### src/rtl/instr_fetch_unit.sv
// Instruction fetch stage: owns the PC, runs a single-outstanding imem handshake,
// holds each fetched word until decode accepts it and applies execute redirects.
module instr_fetch_unit #(
    parameter logic [31:0] RESET_PC = 32'h0000_0000
) (
    input  logic        clk,
    input  logic        rst,
    output logic        imem_req,
    output logic [31:0] imem_addr,
    input  logic        imem_ready,
    input  logic        imem_rvalid,
    input  logic [31:0] imem_rdata,
    output logic        instr_valid,
    input  logic        id_ready,
    output logic [31:0] instr,
    output logic [31:0] instr_pc,
    output logic [31:0] pc_plus4,
    output logic [6:0]  op,
    output logic [2:0]  funct3,
    output logic        funct7,
    input  logic        PCSrc,
    input  logic [31:0] PCTarget
);

    localparam logic [31:0] ResetPcAligned = RESET_PC & 32'hFFFF_FFFC;
    localparam logic [31:0] NopInstr       = 32'h0000_0013;

    typedef enum logic [1:0] {StIdle, StReq, StWait, StHold} state_e;

    state_e      state_q, state_d;
    logic [31:0] pc_q, pc_d;
    logic        kill_q, kill_d;
    logic [31:0] instr_q, instr_d;
    logic [31:0] instr_pc_q, instr_pc_d;
    logic [31:0] target;

    assign target = PCTarget & 32'hFFFF_FFFC;

    always_ff @(posedge clk or negedge rst) begin
        if (!rst) begin
            state_q    <= StIdle;
            pc_q       <= ResetPcAligned;
            kill_q     <= 1'b0;
            instr_q    <= NopInstr;
            instr_pc_q <= ResetPcAligned;
        end else begin
            state_q    <= state_d;
            pc_q       <= pc_d;
            kill_q     <= kill_d;
            instr_q    <= instr_d;
            instr_pc_q <= instr_pc_d;
        end
    end

    always_comb begin
        state_d    = state_q;
        pc_d       = pc_q;
        kill_d     = kill_q;
        instr_d    = instr_q;
        instr_pc_d = instr_pc_q;

        unique case (state_q)
            StIdle: begin
                state_d = StReq;
                pc_d    = PCSrc ? target : ResetPcAligned;
            end
            StReq: begin
                if (PCSrc) begin
                    pc_d = target;
                end
                if (imem_ready) begin
                    state_d = StWait;
                    // Accepted request is for the old PC; its response must be discarded.
                    kill_d  = PCSrc;
                end
            end
            StWait: begin
                if (PCSrc) begin
                    pc_d   = target;
                    kill_d = 1'b1;
                end
                if (imem_rvalid) begin
                    if (kill_q || PCSrc) begin
                        kill_d  = 1'b0;
                        state_d = StReq;
                    end else begin
                        instr_d    = imem_rdata;
                        instr_pc_d = pc_q;
                        state_d    = StHold;
                    end
                end
            end
            StHold: begin
                if (PCSrc) begin
                    pc_d    = target;
                    state_d = StReq;
                end else if (id_ready) begin
                    pc_d    = instr_pc_q + 32'd4;
                    state_d = StReq;
                end
            end
            default: begin
                state_d = StIdle;
            end
        endcase
    end

    // All handshake outputs decode directly from flops.
    assign imem_req    = (state_q == StReq);
    assign imem_addr   = pc_q;
    assign instr_valid = (state_q == StHold);
    assign instr       = instr_q;
    assign instr_pc    = instr_pc_q;
    assign pc_plus4    = instr_pc_q + 32'd4;
    assign op          = instr_q[6:0];
    assign funct3      = instr_q[14:12];
    assign funct7      = instr_q[30];

endmodule

### config.mk
export PLATFORM = sky130hd
export DESIGN_NAME = instr_fetch_unit
export DESIGN_NICKNAME = d
export VERILOG_FILES = /design/src/rtl/instr_fetch_unit.sv
export SDC_FILE = /design/constraint.sdc
export NUM_CORES = 1
export LEC_CHECK = 0
export ABC_CLOCK_PERIOD_IN_PS = 2800
export CAP_MARGIN = 10
export CORE_ASPECT_RATIO = 1.4
export CORE_UTILIZATION = 43
export DETAILED_ROUTE_END_ITERATION = 12
export PLACE_DENSITY_LB_ADDON = 0.3
export SYNTH_ARGS = -nofsm -noshare
export SYNTH_HDL_FRONTEND = slang
export SYNTH_SLANG_ARGS = --single-unit
### constraint.sdc
create_clock -name clk -period 2.8 [get_ports clk]
set_input_delay 0.42 -clock clk [delete_from_list [all_inputs] [get_ports clk]]
set_output_delay 0.42 -clock clk [all_outputs]
set_load 0.01 [all_outputs]
### After elaboration in Yosys (flattened, before gate mapping)

Index checks and enable logic that the tools add are counted.

* add/sub/neg operators: 1
* equal/unequal tests: 7
* mux-type cells: 16
* bitwise operators: 1
* reductions and logical operators: 8

Operator list (number)
* $mux W32: 4
* $pmux W32 S3: 1
* $add A32 B3 Y32 const B: 1
* $mux W2: 5
* $pmux W2 S4: 1
* $reduce_and A3 Y1: 2
* $eq A2 B2 Y1 const B: 2
* $mux W1: 4
* $ne A2 B1 Y1 const B: 2
* $reduce_and A2 Y1: 2
* $ne A3 B1 Y1 const B: 1
* $eq A2 B1 Y1 const B: 1
* $logic_not A2 Y1: 1
* $ne A2 B2 Y1 const B: 1
* $pmux W1 S2: 1
* $reduce_bool A2 Y1: 1
* $reduce_or A2 Y1: 1
* $logic_or A1 B1 Y1: 1
* $not A1 Y1: 1

* register bits: 99
* bits of input ports: 70
* output and inout port bits: 141
* logic and storage cells: 38

### Depth between registers and ports, before layout

* word-level depth: 4
* depth in mapped cells: 9

### Worst setup path before layout

OpenSTA, ideal clock, no wires.

* path type: register to output
* start point: register instr_pc_q[2] (netlist: instr_pc[2])
* end point: output pc_plus4[30]
* arrival: 1.552 ns
* data required time: 2.380 ns
* setup slack: 0.828 ns
* stages on the path, launching flop included: 6
* cell sequence: dfrtp_1 -> ha_1 -> and2_2 -> nand4_4 -> nor4_2 -> xor2_1

* longest elaborated chain between the ends: 1

Ends and longest elaborated chain
* from (decl): RTL line 34 `logic [31:0] instr_pc_q, instr_pc_d;`
* from (signal assigned): RTL line 45 `instr_pc_q <= ResetPcAligned;`
* from (signal assigned): RTL line 51 `instr_pc_q <= instr_pc_d;`
* $add A32 B3 Y32: RTL line 114 `assign pc_plus4 = instr_pc_q + 32'd4;`
* to (decl): RTL line 17 `output logic [31:0] pc_plus4,`

Every way passes these cells.

### Worst setup path after layout

* start point: register instr_pc_q[3] (netlist: instr_pc[3])
* end point: output pc_plus4[15]

Same word-level chain as after synthesis.

==> out/results.ini <==
[critical_path]
crit_fanout = 5
cp.required_ps = 2380
critPathMaxStageDelay_ps = 600
crit_path_end_kind = output pin
rr_endpoint = instr[8]
critPathKind = reg -> out
rr_startpoint = state_q[0]
reg2regPathDepth = 7
rrSetupSlack_ps = 570
arrival_ps = 2290
cp-start-kind = register
path_cells = buf_4 -> nand4_1 -> nor4_1 -> xor2_1 -> clkdlybuf4s50_1
crit_path_top_delay_cell = clkdlybuf4s50_1

[sta]
max_slew_margin_pct = 42.4
drv_slew = 0
worst_pin_slew_ps = 864
finClkSkew_ps = 8.41
fmax_mhz = 369
hold_violations = 0
period_needed_ps = 2710
fin_tns_setup_ps = 0
fin_crit_sh_pct = 96.7
setup_violations = 0
grt_setup_unrepaired = true

[logic_synthesis]
ys_top_cells_by_count = dfrtp_1 (96), mux2_2 (63), nor2_1 (33), nand2_1 (24), a22o_1 (17)
avgSynthCellArea_um2 = 11.7
ys_warn_count = 0
synth_seq_cells = 99
synthesis.area_um2 = 4890
synth_top_area_share_pct = 49.1
syn_inst = 419
synth.most_common_cell = dfrtp_1
yosysUniqueCellTypes = 46
synth_enable_flop_cells = 0
synth_top_area_cell = dfrtp_1
synth_async_sr_flop_share_pct = 100
ys_seq_area_share_pct = 50.7
synth_ff_type = dfrtp_1
syn-num-nets = 496
ys_top_cells_by_area = dfrtp_1 (49%), mux2_2 (15%), a22o_1 (3.0%)

[route]
ant_nets = 0
wl_per_cell_um = 18.3
via_per_inst = 5.33
vias = 4143
detail_route.iter0.violations = 187
firstDrtPassIters = 4
routed_wl_mm = 14.2
drc = 0

[clock_tree]
clockRootBuffer = clkbuf_16
cts_buffer_depth = 2
htreeDepth = 3
cts_buffers = 9
cts.sinks = 99
cts_hold_buf = 0
clk_pin_slew_ps = 70
tritoncts = done
clk_latency_ps = 340

[global_routing]
antenna_found_initial = 0
grt_usage_pct = 24.5
overflow = 0
grt_first_pass_wirelength_mm = 22.3
grt_pass1_vias = 4287
grt_start_max_net_pins = 68

[pwr]
powerDensity_nw_per_um2 = 1110
ir_worst_vdd_mv = 0.642
p_total_mw = 8.44
power_leakage_nw = 3.43

[finish]
syn2layout_area_growth_pct = 55.9
layout-drive-gt1-share_pct = 23.7
fin_nets = 708
n_antenna_cell = 0
n_fill_cell = 811
final_area_um2 = 7630

[floorplan]
start_util_pct = 44.5
die-area_um2 = 11800
boundaryPins = 211
die_y_um = 128
chipWidth_um = 92.1
rows = 45
core_um2 = 11000

[worst_hold_path]
hold_class = in -> async

[placed_design]
gp_congestion = 0.800
place_area_um2 = 7150
port-buffer-count = 208
hpwl_mm = 10.5

[job]
max_cap_viol_count = 0

[run_status]
status = completed

[layer usage]
| layer | global-route usage, % | part of all wire (%) | up-vias |
|---|---|---|---|
| met5 | 0 | 0 | - |
| met4 | 9.38 | 2.1 | 0 |
| met3 | 5.99 | 5.3 | 20 |
| met2 | 43.7 | 55 | 121 |
| met1 | 28.2 | 38 | 2066 |
| li1 | - | - | 1936 |
[layout make-up]
cell class	count	area, um^2	area share (%)
Tap cell	141	176	2.31
Clock inverter	6	63.8	0.837
Sequential cell	99	2480	32.6
Timing Repair Buffer	235	2350	30.8
Inverter	6	22.5	0.295
Clock buffer	10	239	3.13
Multi-Input combinational cell	280	2290	30.0
[report_power, final]
| part | leakage, nW | total, mW | switching, mW | internal, mW |
|---|---|---|---|---|
| Sequential | 1.26 | 2.67 | 0.587 | 2.08 |
| Combinational | 2.03 | 4.52 | 1.94 | 2.58 |
| Clock | 0.145 | 1.25 | 0.535 | 0.717 |
| Total | 3.43 | 8.44 | 3.06 | 5.37 |
[logic make-up after synthesis]
kind of cell / Yosys count / synth area share, %
XOR/XNOR: 27 / 4.84
multiplexers: 64 / 14.7
buffers and inverters: 40 / 4.58
flip-flops: 99 / 50.7
AO/OA/AOI/OAI: 67 / 10.6
AND/OR/NAND/NOR: 115 / 12.7
adder cells (fa/ha/maj): 7 / 1.79
[how the worst max path moves through the flow]
stage / to / from / slack (ps)
finish: pc_plus4[15] / instr_pc[3] / 90
global route: pc_plus4[15] / instr_pc[3] / -110
CTS: pc_plus4[20] / instr_pc[6] / 1
detailed placement: pc_plus4[29] / instr_pc[6] / 220
global placement: pc_plus4[29] / instr_pc[6] / 230
floorplan: pc_plus4[30] / instr_pc[2] / 830
[placed cells by master, fill, tap and decap left out, types with 9 or more instances in the layout]
master,instances
nand3_1,13
buf_4,24
xor2_1,11
nor2_1,29
nand4_1,12
xnor2_1,9
nand2_1,24
dlymetal6s2s_1,9
dfrtp_1,93
clkdlybuf4s50_1,196
clkbuf_16,9
a22o_1,17
mux2_2,63
a221oi_1,12
[flip-flops by register name, summed over array words and instances (netlist names)]
name       count
instr_pc      32
imem_addr     32
instr         32
state_q        2
kill_q         1
[critical path, delay by kind of cell, from the launching register on]
kind	cells	cell delay, ps
flops	1	370
xor+xnor	1	300
buf+inv	2	740
simple gates	2	540
[stage by stage]
stage	util (%)	setup WS [ps]	hold WS [ps]	cells
floorplan	-	828	124	419
global placement	65.1	233	479	753
detailed placement	65.1	221	494	753
CTS	68.2	1.36	210	772
global route	69.5	-111	247	777
finish	69.5	93.4	185	777
[timing repair]
| item | CTS | global route |
|---|---|---|
| pin swaps | 3 | 4 |
| setup buffers | 3 | 5 |
| setup endpoints to repair | 12 | 13 |
| gates resized for setup | 9 | 24 |
Note: power is estimated with default switching activity, not from simulation.
